File: src/rtl/usb_rx_pkg.sv
// Shared types and constants for the USB receive byte deserializer.
package usb_rx_pkg;

   localparam int SYNC_LEN = 8;

   // Last eight bits of the SYNC field as seen in the window: seven zeros then a one
   localparam logic [SYNC_LEN-1:0] SYNC_PATTERN = 8'h80;

   typedef enum logic [1:0] {
      IDLE    = 2'd0,
      RECEIVE = 2'd1,
      ERR     = 2'd2
   } rx_state_t;

   typedef enum logic [1:0] {
      ERR_NONE    = 2'd0,
      ERR_STUFF   = 2'd1,
      ERR_PARTIAL = 2'd2
   } rx_err_t;

endpackage

File: src/rtl/usb_rx_byte_deser_if.sv
// Bit-stream input and byte/status output bundle of the RX deserializer.
interface usb_rx_byte_deser_if #(
   parameter int BYTE_BITS = 8
);
   logic                 bit_strobe;
   logic                 d_orig;
   logic                 eop;
   logic [BYTE_BITS-1:0] rx_data;
   logic                 rx_valid;
   logic                 rx_active;
   logic                 rx_error;
   logic [1:0]           rx_err_code;

   // Line-side driver: supplies bits and end-of-packet, observes bytes and status
   modport master (
      output bit_strobe, d_orig, eop,
      input  rx_data, rx_valid, rx_active, rx_error, rx_err_code
   );

   // Deserializer side
   modport slave (
      input  bit_strobe, d_orig, eop,
      output rx_data, rx_valid, rx_active, rx_error, rx_err_code
   );
endinterface

File: src/rtl/flex_stp_sr_rx.sv
// Serial-to-parallel shift register, resets and reloads to all ones.
// SHIFT_MSB=0: new bit enters at the MSB and the contents move right (LSB-first streams).
// SHIFT_MSB=1: new bit enters at the LSB and the contents move left.
module flex_stp_sr_rx #(
   parameter int NUM_BITS  = 8,
   parameter bit SHIFT_MSB = 1'b0
) (
   input  logic                clk,
   input  logic                rst,
   input  logic                load_ones,
   input  logic                shift_enable,
   input  logic                serial_in,
   output logic [NUM_BITS-1:0] parallel_out
);

   logic [NUM_BITS-1:0] shift_reg;
   logic [NUM_BITS-1:0] shift_next;

   genvar gi;
   generate
      for (gi = 0; gi < NUM_BITS; gi++) begin : g_bit
         if (SHIFT_MSB) begin : g_left
            if (gi == 0) begin : g_in
               assign shift_next[gi] = serial_in;
            end else begin : g_mv
               assign shift_next[gi] = shift_reg[gi-1];
            end
         end else begin : g_right
            if (gi == NUM_BITS-1) begin : g_in
               assign shift_next[gi] = serial_in;
            end else begin : g_mv
               assign shift_next[gi] = shift_reg[gi+1];
            end
         end
      end
   endgenerate

   // Reload to all ones takes priority over a shift in the same cycle
   always_ff @(posedge clk or posedge rst) begin
      if (rst) begin
         shift_reg <= '1;
      end else if (load_ones) begin
         shift_reg <= '1;
      end else if (shift_enable) begin
         shift_reg <= shift_next;
      end
   end

   assign parallel_out = shift_reg;

endmodule

File: src/rtl/usb_rx_byte_deser.sv
// USB RX byte deserializer: SYNC hunt, bit-unstuffing, LSB-first byte assembly.
module usb_rx_byte_deser
   import usb_rx_pkg::*;
#(
   parameter int BYTE_BITS = 8,
   parameter int STUFF_LEN = 6
) (
   input  logic               clk,
   input  logic               rst,
   usb_rx_byte_deser_if.slave bus
);

   localparam int CNT_W  = $clog2(BYTE_BITS + 1);
   localparam int ONES_W = $clog2(STUFF_LEN + 1);
   localparam logic [CNT_W-1:0]  LAST_BIT  = CNT_W'(BYTE_BITS - 1);
   localparam logic [ONES_W-1:0] STUFF_MAX = ONES_W'(STUFF_LEN);
   localparam logic [ONES_W-1:0] ONES_ONE  = ONES_W'(1);

   rx_state_t            state_reg;
   logic [CNT_W-1:0]     bit_cnt_reg;
   logic [ONES_W-1:0]    ones_cnt_reg;
   logic [BYTE_BITS-1:0] rx_data_reg;
   logic                 rx_valid_reg;
   logic                 rx_active_reg;
   logic                 rx_error_reg;
   rx_err_t              rx_err_code_reg;

   logic [SYNC_LEN-1:0]  sync_win;
   logic [BYTE_BITS-1:0] data_sr;

   logic sync_match;
   logic stuff_hit;
   logic data_accept;
   logic win_reload;
   logic win_shift;

   // The match and the byte capture look at the value the shifters will hold after
   // this strobe, so the oldest bit of each register is shifted out unused.
   logic unused_bits;
   assign unused_bits = ^{sync_win[0], data_sr[0]};

   assign sync_match  = (state_reg == IDLE) && bus.bit_strobe &&
                        ({bus.d_orig, sync_win[SYNC_LEN-1:1]} == SYNC_PATTERN);
   assign stuff_hit   = (ones_cnt_reg == STUFF_MAX);
   assign data_accept = (state_reg == RECEIVE) && bus.bit_strobe && !bus.eop && !stuff_hit;

   // Window only hunts in IDLE; holding it at all ones elsewhere means every
   // return to IDLE starts from a clean window.
   assign win_reload = (state_reg != IDLE) || sync_match;
   assign win_shift  = (state_reg == IDLE) && bus.bit_strobe;

   flex_stp_sr_rx #(
      .NUM_BITS  (SYNC_LEN),
      .SHIFT_MSB (1'b0)
   ) u_sync_win (
      .clk          (clk),
      .rst          (rst),
      .load_ones    (win_reload),
      .shift_enable (win_shift),
      .serial_in    (bus.d_orig),
      .parallel_out (sync_win)
   );

   flex_stp_sr_rx #(
      .NUM_BITS  (BYTE_BITS),
      .SHIFT_MSB (1'b0)
   ) u_data_sr (
      .clk          (clk),
      .rst          (rst),
      .load_ones    (sync_match),
      .shift_enable (data_accept),
      .serial_in    (bus.d_orig),
      .parallel_out (data_sr)
   );

   // Packet FSM with counters and registered outputs
   always_ff @(posedge clk or posedge rst) begin
      if (rst) begin
         state_reg       <= IDLE;
         bit_cnt_reg     <= '0;
         ones_cnt_reg    <= '0;
         rx_data_reg     <= '0;
         rx_valid_reg    <= 1'b0;
         rx_active_reg   <= 1'b0;
         rx_error_reg    <= 1'b0;
         rx_err_code_reg <= ERR_NONE;
      end else begin
         rx_valid_reg <= 1'b0;
         case (state_reg)
            IDLE: begin
               if (sync_match) begin
                  state_reg       <= RECEIVE;
                  rx_active_reg   <= 1'b1;
                  rx_error_reg    <= 1'b0;
                  rx_err_code_reg <= ERR_NONE;
                  bit_cnt_reg     <= '0;
                  // The final SYNC one already counts toward the stuffing run
                  ones_cnt_reg    <= ONES_ONE;
               end
            end
            RECEIVE: begin
               if (bus.eop) begin
                  state_reg     <= IDLE;
                  rx_active_reg <= 1'b0;
                  if (bit_cnt_reg != '0) begin
                     rx_error_reg    <= 1'b1;
                     rx_err_code_reg <= ERR_PARTIAL;
                  end
               end else if (bus.bit_strobe) begin
                  if (stuff_hit) begin
                     if (!bus.d_orig) begin
                        ones_cnt_reg <= '0;
                     end else begin
                        state_reg       <= ERR;
                        rx_error_reg    <= 1'b1;
                        rx_err_code_reg <= ERR_STUFF;
                     end
                  end else begin
                     ones_cnt_reg <= bus.d_orig ? ones_cnt_reg + 1'b1 : '0;
                     if (bit_cnt_reg == LAST_BIT) begin
                        bit_cnt_reg  <= '0;
                        rx_data_reg  <= {bus.d_orig, data_sr[BYTE_BITS-1:1]};
                        rx_valid_reg <= 1'b1;
                     end else begin
                        bit_cnt_reg <= bit_cnt_reg + 1'b1;
                     end
                  end
               end
            end
            ERR: begin
               if (bus.eop) begin
                  state_reg     <= IDLE;
                  rx_active_reg <= 1'b0;
               end
            end
            default: begin
               state_reg <= IDLE;
            end
         endcase
      end
   end

   assign bus.rx_data     = rx_data_reg;
   assign bus.rx_valid    = rx_valid_reg;
   assign bus.rx_active   = rx_active_reg;
   assign bus.rx_error    = rx_error_reg;
   assign bus.rx_err_code = rx_err_code_reg;

endmodule

File: src/flat_wrapper.sv
// flat-port wrapper written by rule: the top's interface ports become plain ports
module usb_rx_byte_deser_flat import usb_rx_pkg::*;
#(
   parameter int BYTE_BITS = 8,
   parameter int STUFF_LEN = 6
)
  (clk, rst, bus_bit_strobe, bus_d_orig, bus_eop, bus_rx_data, bus_rx_valid, bus_rx_active, bus_rx_error, bus_rx_err_code);
  usb_rx_byte_deser_if #(.BYTE_BITS(BYTE_BITS)) bus_i ();
  input  logic clk;
  input  logic rst;
  input wire logic [$bits(bus_i.bit_strobe)-1:0] bus_bit_strobe;
  input wire logic [$bits(bus_i.d_orig)-1:0] bus_d_orig;
  input wire logic [$bits(bus_i.eop)-1:0] bus_eop;
  output wire logic [$bits(bus_i.rx_data)-1:0] bus_rx_data;
  output wire logic [$bits(bus_i.rx_valid)-1:0] bus_rx_valid;
  output wire logic [$bits(bus_i.rx_active)-1:0] bus_rx_active;
  output wire logic [$bits(bus_i.rx_error)-1:0] bus_rx_error;
  output wire logic [$bits(bus_i.rx_err_code)-1:0] bus_rx_err_code;
  assign bus_i.bit_strobe = bus_bit_strobe;
  assign bus_i.d_orig = bus_d_orig;
  assign bus_i.eop = bus_eop;
  assign bus_rx_data = bus_i.rx_data;
  assign bus_rx_valid = bus_i.rx_valid;
  assign bus_rx_active = bus_i.rx_active;
  assign bus_rx_error = bus_i.rx_error;
  assign bus_rx_err_code = bus_i.rx_err_code;
  usb_rx_byte_deser #(.BYTE_BITS(BYTE_BITS), .STUFF_LEN(STUFF_LEN)) u_core (.clk(clk), .rst(rst), .bus(bus_i));
endmodule
File: config.mk
export PLATFORM = sky130hd
export DESIGN_NAME = usb_rx_byte_deser_flat
export DESIGN_NICKNAME = d
export VERILOG_FILES = /design/src/rtl/usb_rx_pkg.sv /design/src/rtl/usb_rx_byte_deser_if.sv /design/src/rtl/flex_stp_sr_rx.sv /design/src/rtl/usb_rx_byte_deser.sv /design/src/flat_wrapper.sv
export SDC_FILE = /design/constraint.sdc
export NUM_CORES = 1
export LEC_CHECK = 0
export ABC_CLOCK_PERIOD_IN_PS = 4500
export BUFFER_PORTS_ARGS = -buffer_cell sky130_fd_sc_hd__buf_2
export CORE_MARGIN = 4
export CORE_UTILIZATION = 25
export CTS_CLUSTER_SIZE = 12
export DETAILED_ROUTE_END_ITERATION = 10
export GPL_TIMING_DRIVEN = 0
export SLEW_MARGIN = 20
export SYNTH_ARGS = -nofsm -noshare
export SYNTH_HDL_FRONTEND = slang
export SYNTH_SLANG_ARGS = --single-unit
File: constraint.sdc
create_clock -name clk -period 4.5 [get_ports clk]
set_clock_uncertainty 0.1 [all_clocks]
set_input_delay 0.225 -clock clk [delete_from_list [all_inputs] [get_ports clk]]
set_output_delay 0.225 -clock clk [all_outputs]
set_load 0.005 [all_outputs]
==> results_tabular.tex <==
\begin{tabular}{lr}
\hline
Metric & Value \\
\hline
\multicolumn{2}{l}{\textbf{Min path}} \\
\quad Hold Path Class & input pin to flip-flop \\
\quad Hold EP & u\_core.bus.rx\_active \\
\quad Hold path startpoint & bus\_eop \\
\quad Worst Hold Depth & 2 \\
\multicolumn{2}{l}{\textbf{Final layout}} \\
\quad Final core utilization & 0.305 \\
\quad Share of post-route cells with drive strength above 1 & 0.293 \\
\quad Max FFs per register & 8 \\
\quad Area overhead of the layout relative to synthesis & 18.3\% \\
\quad Commonest cells after routing, fill and taps aside & nand2\_1, dfrtp\_1, buf\_2 \\
\quad Nets & 200 \\
\quad Final antenna diode count & 0 \\
\quad Count of non-filler cells in the finished layout & about 280 \\
\quad Most common library cell in the layout ignoring fill and taps & nand2\_1 \\
\quad Post-route cell area & 2080 um\^{}2 \\
\quad Number of inserted filler cells in the final layout & about 740 \\
\multicolumn{2}{l}{\textbf{STA}} \\
\quad Part of the cycle the worst path needs & 0.637 \\
\quad Max Slew Vio Count & 0 \\
\quad Setup TNS & 0 ns \\
\quad Post-route minimum period & 2.87 ns \\
\quad F\_max & around 350 MHz \\
\quad Rel. slew slack & 0.387 \\
\quad Worst hold margin & between 0.08 and 0.09 ns \\
\quad Final number of hold-violating endpoints & 0 \\
\quad Final count of negative-setup-slack endpoints & 0 \\
\quad Setup slack after layout & roughly 1.6 ns \\
\quad RSZ-0062 raised after global routing & no \\
\quad Transition at the pin with the smallest max-transition slack & between 0.9 and 1 ns \\
\multicolumn{2}{l}{\textbf{Logic synthesis}} \\
\quad Mapped Avg Cell Area & roughly 11 um\^{}2 \\
\quad Yosys synthesis warning count & 0 \\
\quad Share of async-settable or async-resettable flops after synthesis & 1.00 \\
\quad Synth Cell Area & between 1500 and 2000 um\^{}2 \\
\quad Main area contributors after synthesis & dfrtp\_1, dfstp\_2, mux2\_2 \\
\quad Number of standard cells after synthesis & 162 \\
\quad Synth Register Bits & 36 \\
\quad Number of enable flip-flop cells after synthesis & 0 \\
\quad Synthesized netlist net count & between 150 and 200 \\
\quad Share of Yosys cell area claimed by the top area cell type & 0.313 \\
\quad Count of distinct cell types in the synthesized netlist & 39 \\
\quad Leading register cell type out of synthesis & dfrtp\_1 \\
\quad Fraction of the yosys area taken by sequential cells & 0.521 \\
\quad Library cell with the largest summed area after synthesis & dfrtp\_1 \\
\multicolumn{2}{l}{\textbf{Pwr}} \\
\quad Power per Cell Area & about 600 nW/um\^{}2 \\
\quad Overall power consumption & around 1.2 mW \\
\quad Leakage power of the design & approximately 0.94 nW \\
\quad Largest vdd supply drop & between 0.1 and 0.15 mV \\
\multicolumn{2}{l}{\textbf{Place}} \\
\quad Worst setup timing slack at the placement stage & $\sim$1.6 ns \\
\quad IO buf count & 17 \\
\quad Post-detailed-placement half-perimeter wirelength & about 2.4 mm \\
\quad Global placement routability congestion & $\sim$0.77 \\
\quad Placed cells & approximately 280 \\
\quad Area post-placement & a little under 2000 um\^{}2 \\
\multicolumn{2}{l}{\textbf{CTS}} \\
\quad Maximum root-to-sink buffer count & 2 \\
\quad CTS HTree Levels & 2 \\
\quad Clock transition time at the flip-flop clock pins of the worst setup and hold paths & about 0.070 ns \\
\quad TritonCTS clock tree & done \\
\quad Number of clock sinks & 36 \\
\quad CTS Root Buffer Type & clkbuf\_8 \\
\quad CTS buffer count & 5 \\
\quad Clock Latency Late Sink & roughly 0.29 ns \\
\quad \# resized after CTS & 0 \\
\multicolumn{2}{l}{\textbf{Route}} \\
\quad Remaining routing DRC violations & 0 \\
\quad Total iterations of the first detailed-routing run & 4 \\
\quad Number of nets with antenna violations after routing & 0 \\
\quad Vias & approximately 1300 \\
\quad Post-DR vias/cell & between 4 and 5 \\
\quad Sum of routed wire length over all layers & 3.44 mm \\
\quad Number of violations reported at the end of detailed-routing iteration 0 & between 50 and 60 \\
\quad Detail-routed net length per standard cell & around 12 um \\
\multicolumn{2}{l}{\textbf{Setup path}} \\
\quad Highest fanout seen on the critical path & 10 \\
\quad Required time at the endpoint of the critical path & about 4.6 ns \\
\quad End of the worst register-to-register path & u\_core.bus.rx\_data[4] \\
\quad Number of cells on the worst reg-to-reg path & 8 \\
\quad Sort of element at the end of the critical path & flip-flop \\
\quad Worst flop-to-flop path startpoint & u\_core.state\_reg[1] \\
\quad Critical path type & flip-flop to flip-flop \\
\quad Register-to-Register Setup Slack & 1.63 ns \\
\quad Startpoint class of the critical path & flip-flop \\
\quad Arr. time, crit path & 2.94 ns \\
\multicolumn{2}{l}{\textbf{Floorplanning}} \\
\quad Die Span X & around 90 um \\
\quad IO Pins & 18 \\
\quad Chip Height & roughly 92 um \\
\quad Initial Utilization & 0.258 \\
\quad Area of the die & 8450 um\^{}2 \\
\quad Core Rows & 30 \\
\quad Core ar. & 6830 um\^{}2 \\
\multicolumn{2}{l}{\textbf{Flow run}} \\
\quad Total of max-cap violations & 0 \\
\multicolumn{2}{l}{\textbf{GRT}} \\
\quad First-pass GRT wire length & 5.98 mm \\
\quad Global-route total usage across every layer & 0.0875 \\
\quad Maximum number of pins on one net before global-route repair & 37 \\
\quad Initial antenna violation count & 0 \\
\quad Sum of overflow across all layers after global routing & 0 \\
\quad Vias in the first global route & around 1300 \\
\multicolumn{2}{l}{\textbf{Status}} \\
\quad Outcome & completed \\
\hline
\end{tabular}
## metal layers
| layer | part of all wire | vias up | GRT usage |
|---|---|---|---|
| met1 | 0.45 | 633 | 0.104 |
| met4 | 0.0073 | 0 | 0.0297 |
| met2 | 0.50 | 15 | 0.146 |
| met3 | 0.037 | 2 | 0.0312 |
| met5 | 0 | - | 0 |
| li1 | - | 629 | - |
## cell families (layout without fill, tap and decap cells)
family,after synthesis,count (layout),synth area share
AO/OA/AOI/OAI,28,28,0.121
AND/OR/NAND/NOR,56,56,0.151
multiplexers,18,18,0.114
flip-flops,36,36,0.521
buffers and inverters,16,42,0.0355
adder cells (fa/ha/maj),8,8,0.0568
## power breakdown
group	switching (mW)	leakage [nW]	internal (mW)
Combinational	0.246	0.449	0.192
Sequential	0.0656	0.438	0.442
Clock	0.116	0.0552	0.164
## Yosys cell counts (2+ instances only)
master	count
a31oi_1	3
a32o_1	2
buf_2	2
clkbuf_1	5
dfrtp_1	22
dfstp_2	14
ha_1	8
inv_1	9
mux2_2	9
mux2_4	2
mux2i_1	7
nand2_1	25
nand2b_1	4
nand3_1	11
nor2_1	6
o211ai_1	3
o21ai_0	4
o22ai_1	3
o41ai_1	2
or4_1	2
## cell type report
class	instances	area [um^2]	share of cell area
clock inverter	2	35.0	0.0168
multi-input combinational	110	781	0.375
inverter	9	33.8	0.0162
buffer	7	28.8	0.0138
tap	96	120	0.0576
clock buffer	6	72.6	0.0348
sequential	36	918	0.441
timing repair buffer	18	95.1	0.0456
## worst max-delay path by stage
stage | to | cells after the start | startpoint | slack, ns
2_1_floorplan | u_core.bus.rx_data[7] | 8 | u_core.state_reg[1] | 2.10
3_3_place_gp | u_core.bus.rx_data[5] | 8 | u_core.state_reg[1] | 1.61
5_1_grt | u_core.bus.rx_data[4] | 8 | u_core.state_reg[1] | 1.44
6_report | u_core.bus.rx_data[4] | 8 | u_core.state_reg[1] | 1.63
4_1_cts | u_core.bus.rx_data[4] | 8 | u_core.state_reg[1] | 1.60
3_5_place_dp | u_core.bus.rx_data[4] | 8 | u_core.state_reg[1] | 1.62
## repair_timing
action                                 in CTS  in global routing
hold buffers                                1                  0
setup buffers                               0                  0
endpoints found under the hold margin      22                  0
## worst max-delay path, stage by stage (launching register included)
cell,delay (ns)
dfrtp_1,0.40
inv_1,0.10
ha_1,0.14
buf_2,0.21
nor2b_1,0.15
clkbuf_1,0.27
nand3_1,0.31
nor2_1,0.66
mux2_2,0.41
Power figures use the tool's default switching activity.
